[config.mk]
export PLATFORM = sky130hd
export DESIGN_NAME = output_arbiter
export DESIGN_NICKNAME = d
export VERILOG_FILES = /design/src/rtl/switch_pkg.sv /design/src/rtl/rr_select.sv /design/src/rtl/output_arbiter.sv
export SDC_FILE = /design/constraint.sdc
export NUM_CORES = 1
export LEC_CHECK = 0
export ABC_AREA = 1
export BUFFER_PORTS_ARGS = -buffer_cell sky130_fd_sc_hd__buf_2
export CAP_MARGIN = 10
export CORE_ASPECT_RATIO = 0.7
export CORE_MARGIN = 2
export CORE_UTILIZATION = 40
export DETAILED_ROUTE_END_ITERATION = 7
export HOLD_SLACK_MARGIN = 0.03
export PLACE_DENSITY = 0.8
export RECOVER_POWER = 25
export SYNTH_ARGS = -nofsm -noshare
export SYNTH_HDL_FRONTEND = slang
export SYNTH_HIERARCHICAL = 1
export SYNTH_SLANG_ARGS = --single-unit
[constraint.sdc]
create_clock -name clk -period 3.34 [get_ports clk]
set_clock_uncertainty 0.15 [all_clocks]
set_input_delay 0.167 -clock clk [delete_from_list [all_inputs] [get_ports clk]]
set_output_delay 0.167 -clock clk [all_outputs]
set_load 0.1 [all_outputs]
[src/rtl/switch_pkg.sv]
// Shared switch definitions: arbiter state encoding and metadata field layout.
package switch_pkg;

  typedef enum logic [1:0] {
    ARB_IDLE,
    ARB_START,
    ARB_BUSY
  } arb_state_e;

  localparam int unsigned META_W        = 32;
  localparam int unsigned META_DEST_LSB = 0;
  localparam int unsigned META_DEST_MSB = 1;

  typedef struct packed {
    logic [META_W-3:0] user;
    logic [1:0]        dest;
  } meta_t;

  function automatic logic [1:0] meta_dest(input logic [META_W-1:0] meta);
    return meta[META_DEST_MSB:META_DEST_LSB];
  endfunction

endpackage

[src/rtl/rr_select.sv]
// Round-robin picker: first set bit of eligible searching upward from rr_ptr, wrapping.
module rr_select #(
  parameter  int unsigned N_IN = 4,
  localparam int unsigned PW   = (N_IN > 1) ? $clog2(N_IN) : 1
) (
  input  logic [N_IN-1:0] eligible,
  input  logic [PW-1:0]   rr_ptr,
  output logic            valid,
  output logic [PW-1:0]   index
);

  int unsigned cand;

  always_comb begin
    valid = 1'b0;
    index = '0;
    cand  = 0;
    for (int unsigned off = 0; off < N_IN; off++) begin
      cand = 32'(rr_ptr) + off;
      if (cand >= N_IN) cand = cand - N_IN;
      if (!valid && eligible[cand]) begin
        valid = 1'b1;
        index = PW'(cand);
      end
    end
  end

endmodule

[src/rtl/output_arbiter.sv]
// Per-output-port arbiter: round-robin grant of eligible input queues, start/ready
// handshake with the port controller, and a combinational stream mux for the grant.
module output_arbiter
  import switch_pkg::*;
#(
  parameter int unsigned N_IN          = 4,
  parameter logic [1:0]  PORT_ID       = 2'd0,
  parameter int unsigned GRANT_TIMEOUT = 15
) (
  input  logic                   clk,
  input  logic                   resetn,
  input  logic [N_IN-1:0]        in_buf_tvalid,
  input  logic [N_IN-1:0]        in_buf_tlast,
  input  logic [8*N_IN-1:0]      in_buf_tdata,
  output logic [N_IN-1:0]        in_buf_tready,
  input  logic [N_IN-1:0]        in_meta_tvalid,
  input  logic [META_W*N_IN-1:0] in_meta_tdata,
  output logic [N_IN-1:0]        in_meta_tready,
  output logic                   buf_axis_tvalid,
  output logic                   buf_axis_tlast,
  output logic [7:0]             buf_axis_tdata,
  input  logic                   buf_axis_tready,
  output logic                   meta_axis_tvalid,
  output logic [META_W-1:0]      meta_axis_tdata,
  input  logic                   meta_axis_tready,
  output logic                   start_transfer,
  input  logic                   ready_transfer,
  output logic [N_IN-1:0]        grant_onehot,
  output logic                   timeout_err
);

  localparam int unsigned PW = (N_IN > 1) ? $clog2(N_IN) : 1;
  localparam int unsigned TW = $clog2(GRANT_TIMEOUT + 1);

  arb_state_e        state_q;
  logic              grant_valid_q;
  logic [PW-1:0]     grant_idx_q;
  logic [PW-1:0]     rr_ptr_q;
  logic [PW-1:0]     rr_ptr_d;
  logic              start_q;
  logic              timeout_q;
  logic [TW-1:0]     tmo_cnt_q;
  logic [N_IN-1:0]   eligible;
  logic              win_valid;
  logic [PW-1:0]     win_idx;

  always_comb begin
    eligible = '0;
    for (int unsigned i = 0; i < N_IN; i++) begin
      eligible[i] = in_meta_tvalid[i] & in_buf_tvalid[i]
                  & (meta_dest(in_meta_tdata[META_W*i +: META_W]) == PORT_ID);
    end
  end

  rr_select #(.N_IN(N_IN)) u_rr_select (
    .eligible (eligible),
    .rr_ptr   (rr_ptr_q),
    .valid    (win_valid),
    .index    (win_idx)
  );

  assign rr_ptr_d = (grant_idx_q == PW'(N_IN - 1)) ? '0 : grant_idx_q + PW'(1);

  // Grant is cleared on the BUSY exit edge, so it stays valid during the cycle in
  // which ready_transfer is sampled high and the metadata handshake completes.
  always_ff @(posedge clk or negedge resetn) begin
    if (!resetn) begin
      state_q       <= ARB_IDLE;
      grant_valid_q <= 1'b0;
      grant_idx_q   <= '0;
      rr_ptr_q      <= '0;
      start_q       <= 1'b0;
      timeout_q     <= 1'b0;
      tmo_cnt_q     <= '0;
    end else begin
      case (state_q)
        ARB_IDLE: begin
          if (ready_transfer && win_valid) begin
            grant_valid_q <= 1'b1;
            grant_idx_q   <= win_idx;
            start_q       <= 1'b1;
            tmo_cnt_q     <= '0;
            state_q       <= ARB_START;
          end
        end
        ARB_START: begin
          if (!ready_transfer) begin
            start_q <= 1'b0;
            state_q <= ARB_BUSY;
          end else if (tmo_cnt_q == TW'(GRANT_TIMEOUT - 1)) begin
            start_q       <= 1'b0;
            timeout_q     <= 1'b1;
            grant_valid_q <= 1'b0;
            state_q       <= ARB_IDLE;
          end else begin
            tmo_cnt_q <= tmo_cnt_q + TW'(1);
          end
        end
        ARB_BUSY: begin
          if (ready_transfer) begin
            grant_valid_q <= 1'b0;
            rr_ptr_q      <= rr_ptr_d;
            state_q       <= ARB_IDLE;
          end
        end
        default: state_q <= ARB_IDLE;
      endcase
    end
  end

  always_comb begin
    buf_axis_tvalid  = 1'b0;
    buf_axis_tlast   = 1'b0;
    buf_axis_tdata   = '0;
    meta_axis_tvalid = 1'b0;
    meta_axis_tdata  = '0;
    in_buf_tready    = '0;
    in_meta_tready   = '0;
    grant_onehot     = '0;
    if (grant_valid_q) begin
      grant_onehot[grant_idx_q]   = 1'b1;
      buf_axis_tvalid             = in_buf_tvalid[grant_idx_q];
      buf_axis_tlast              = in_buf_tlast[grant_idx_q];
      buf_axis_tdata              = in_buf_tdata[8*grant_idx_q +: 8];
      meta_axis_tvalid            = in_meta_tvalid[grant_idx_q];
      meta_axis_tdata             = in_meta_tdata[META_W*grant_idx_q +: META_W];
      in_buf_tready[grant_idx_q]  = buf_axis_tready;
      in_meta_tready[grant_idx_q] = meta_axis_tready;
    end
  end

  assign start_transfer = start_q;
  assign timeout_err    = timeout_q;

endmodule
==> impl_metrics.ini <==
[status]
status = complete, no violations

[logic_synthesis]
synth_fp_nets = 702
yosysSeqAreaShare = 0.1197
synth_area_um2 = 2719
syn-instance-count = 516
yosysWarnings = 6
synthFlopType = dfrtp_1
synth_cell_types = 31
avgSynthCellArea_um2 = 5.269
synth-async-reset-ratio = 1.000
synth_edf_count = 0
ys_ff_latch = 13

[hold_path]
hp-start = ready_transfer
min_to = timeout_err
hold_depth = 2
min_path_type = input port to register

[setup_path]
path_depth = 5
path_cells = inv_2, buf_12, o21ai_0, a21oi_1, buf_12
worst_path_max_delay_cell = dfrtp_1
cp-start-kind = register
path_max_fanout = 61
critical_path.most_common_cell = buf_12
critical_path.top_delay_family = flip-flops
crit_buf_inv = 3
r2r_slack_ns = 0.99
r2r_start = rr_ptr_q[0]
worst_path_largest_cell_delay_ns = 0.93
reg2reg_to = start_transfer
required_ns = 3.02
path_class = register to primary output
worstPathArrival_ns = 2.56
reg2regPathDepth = 11
end_kind = primary output

[drt]
wl_per_cell_um = 14.76
avgViaCountPerCell = 5.177
vias = 4240
drtAntennaViolNets = 0
drt_wl_total_mm = 12.09
drtIter0Drc = 242
firstDrtPassIters = 5
drc_errors = 0

[timing]
hold_violations = 0
max_slew_margin = 0.2257
setup_viol = 0
worst_pin_slew_ns = 1.166
drv_slew = 0
clock.fmax_mhz = 347.1
post-route-period-util = 0.8625
period_minus_slack_ns = 2.881
finalSetupTns_ns = 0
setup_slack_ns = 0.4591
grt_setup_unrepaired = false

[global_route]
grt_max_degree = 70
antenna_found_initial = 0
grt_pass1_wl_mm = 16.93
gr-usage-all-layers = 0.2903
grt.overflow.total = 0
grt_pass1_vias = 3618

[job]
cap_violations = 0

[die]
pin_count = 234
coreArea_um2 = 6663
dieArea_um2 = 7483
die_h_um = 72.98
rows = 25
start_util = 0.4081
die_w_um = 102.5

[power]
finalPower_mw = 5.769
p_leak_nw = 2.383
p_per_area_nw_per_um2 = 1285
irDropWorstVdd_mv = 1.439

[place]
gp_congestion = 0.9560
io_buffers = 233
place_ws_ns = 1.078
dp_hpwl_mm = 9.697

[clocking]
cts_tree = done
cts-root-buf = clkbuf_8
numCtsBuffers = 3
cts_htree_levels = 1
clockBufferDepth = 2
clk_pin_slew_ns = 0.06
clkSinkCount = 13
insertion_delay_ns = 0.25
post-cts-setup-buffers = 0

[layout]
area_delta_synth_final_pct = 65.07
nets = 912
antennaDiodeCount = 0
drive_gt1_frac = 0.3614
fillers = 621
kinds of logic (layout without fill, tap and decap cells):
| family | after synthesis | in the layout | share of synthesized area |
|---|---|---|---|
| AND/OR/NAND/NOR | 279 | 279 | 0.4266 |
| adder cells (fa/ha/maj) | 9 | 9 | 0.04142 |
| AO/OA/AOI/OAI | 142 | 142 | 0.2655 |
| XOR/XNOR | 1 | 1 | 0.003222 |
| multiplexers | 1 | 1 | 0.004141 |
| flip-flops | 13 | 13 | 0.1196 |
| buffers and inverters | 71 | 280 | 0.1394 |
layer usage:
layer,share of wire,global-route usage,wire [um],vias to the layer above
li1,-,-,-,2077
met1,0.37,0.3250,4438,1892
met2,0.51,0.5432,6194,236
met3,0.079,0.05268,950,35
met4,0.042,0.1156,502,0
met5,0,0,0,-
layout make-up:
class / count / area, um^2 / area share
Clock buffer: 4 / 45.04 / 0.01004
Sequential cell: 13 / 325.3 / 0.07248
Multi-Input combinational cell: 432 / 2014 / 0.4488
Inverter: 38 / 142.6 / 0.03178
Timing Repair Buffer: 238 / 1843 / 0.4107
Tap cell: 94 / 117.6 / 0.02621
cell usage in the layout, fill, tap and decap left out, drive strengths merged:
master and n:
buf 234, nor2 185, o21ai 91, nand2 72
a21oi 47, inv 37, nand3 15, dfrtp 13
ha 9, clkbuf 7, nor4 2, nor3 2
o211ai 2, nand4 2, clkinv 1, mux2 1
a21o 1, xnor2 1, o31ai 1, dlygate4sd3 1
nand3b 1
registers in the layout (all words and copies together), names as in the netlist:
name and flops:
state_q 2, start_transfer 1, grant_idx_q 2, timeout_err 1, rr_ptr_q 2, grant_valid_q 1
tmo_cnt_q 4
through the flow:
step           instances    util  hold slack, ns  cell area, um^2
2_1_floorplan        516       -         -0.2786             2719
3_3_place_gp         814  0.6661        -0.07904             4438
3_5_place_dp         814  0.6661        -0.07727             4438
4_1_cts              819  0.6744         0.05827             4493
5_1_grt              819  0.6736         0.09176             4488
6_report             819  0.6736         0.06331             4488
what timing repair did:
| action | CTS | global route |
|---|---|---|
| gates resized for setup | 0 | 0 |
| hold endpoints to repair | 13 | 0 |
| hold buffers | 1 | 0 |
report_power, final:
group          leakage [nW]  switching [mW]  internal (mW)
registers             0.170           0.110          0.210
logic                  2.19            3.71           1.60
clock network        0.0228          0.0565         0.0842
total                  2.38            3.88           1.89
cells in the mapped netlist (3+ instances only):
master | n | area [um^2]
clkbuf_1 | 6 | 22.52
dfrtp_1 | 13 | 325.3
nand2_2 | 11 | 68.82
nand3_1 | 12 | 60.06
buf_2 | 10 | 50.05
clkbuf_2 | 4 | 20.02
nor2_1 | 182 | 683.2
inv_1 | 33 | 123.9
a21oi_1 | 47 | 235.2
o21ai_1 | 12 | 60.06
inv_2 | 4 | 15.01
ha_1 | 9 | 112.6
nand2_4 | 3 | 33.78
nand3_2 | 3 | 30.03
o21ai_0 | 79 | 395.4
nand2_1 | 58 | 217.7
buf_6 | 9 | 101.4
worst max-delay path by stage:
stage                         from             endpoint  slack, ns
finish              grant_idx_q[0]  meta_axis_tdata[16]       0.46
global route        grant_idx_q[0]  meta_axis_tdata[16]       0.35
CTS                  grant_valid_q  meta_axis_tdata[12]       0.81
global placement    grant_idx_q[1]    in_meta_tready[0]       1.12
floorplan           grant_idx_q[0]    buf_axis_tdata[1]       0.63
detailed placement   grant_valid_q  meta_axis_tdata[12]       1.08
No activity file was read; power rests on OpenSTA's default activity.
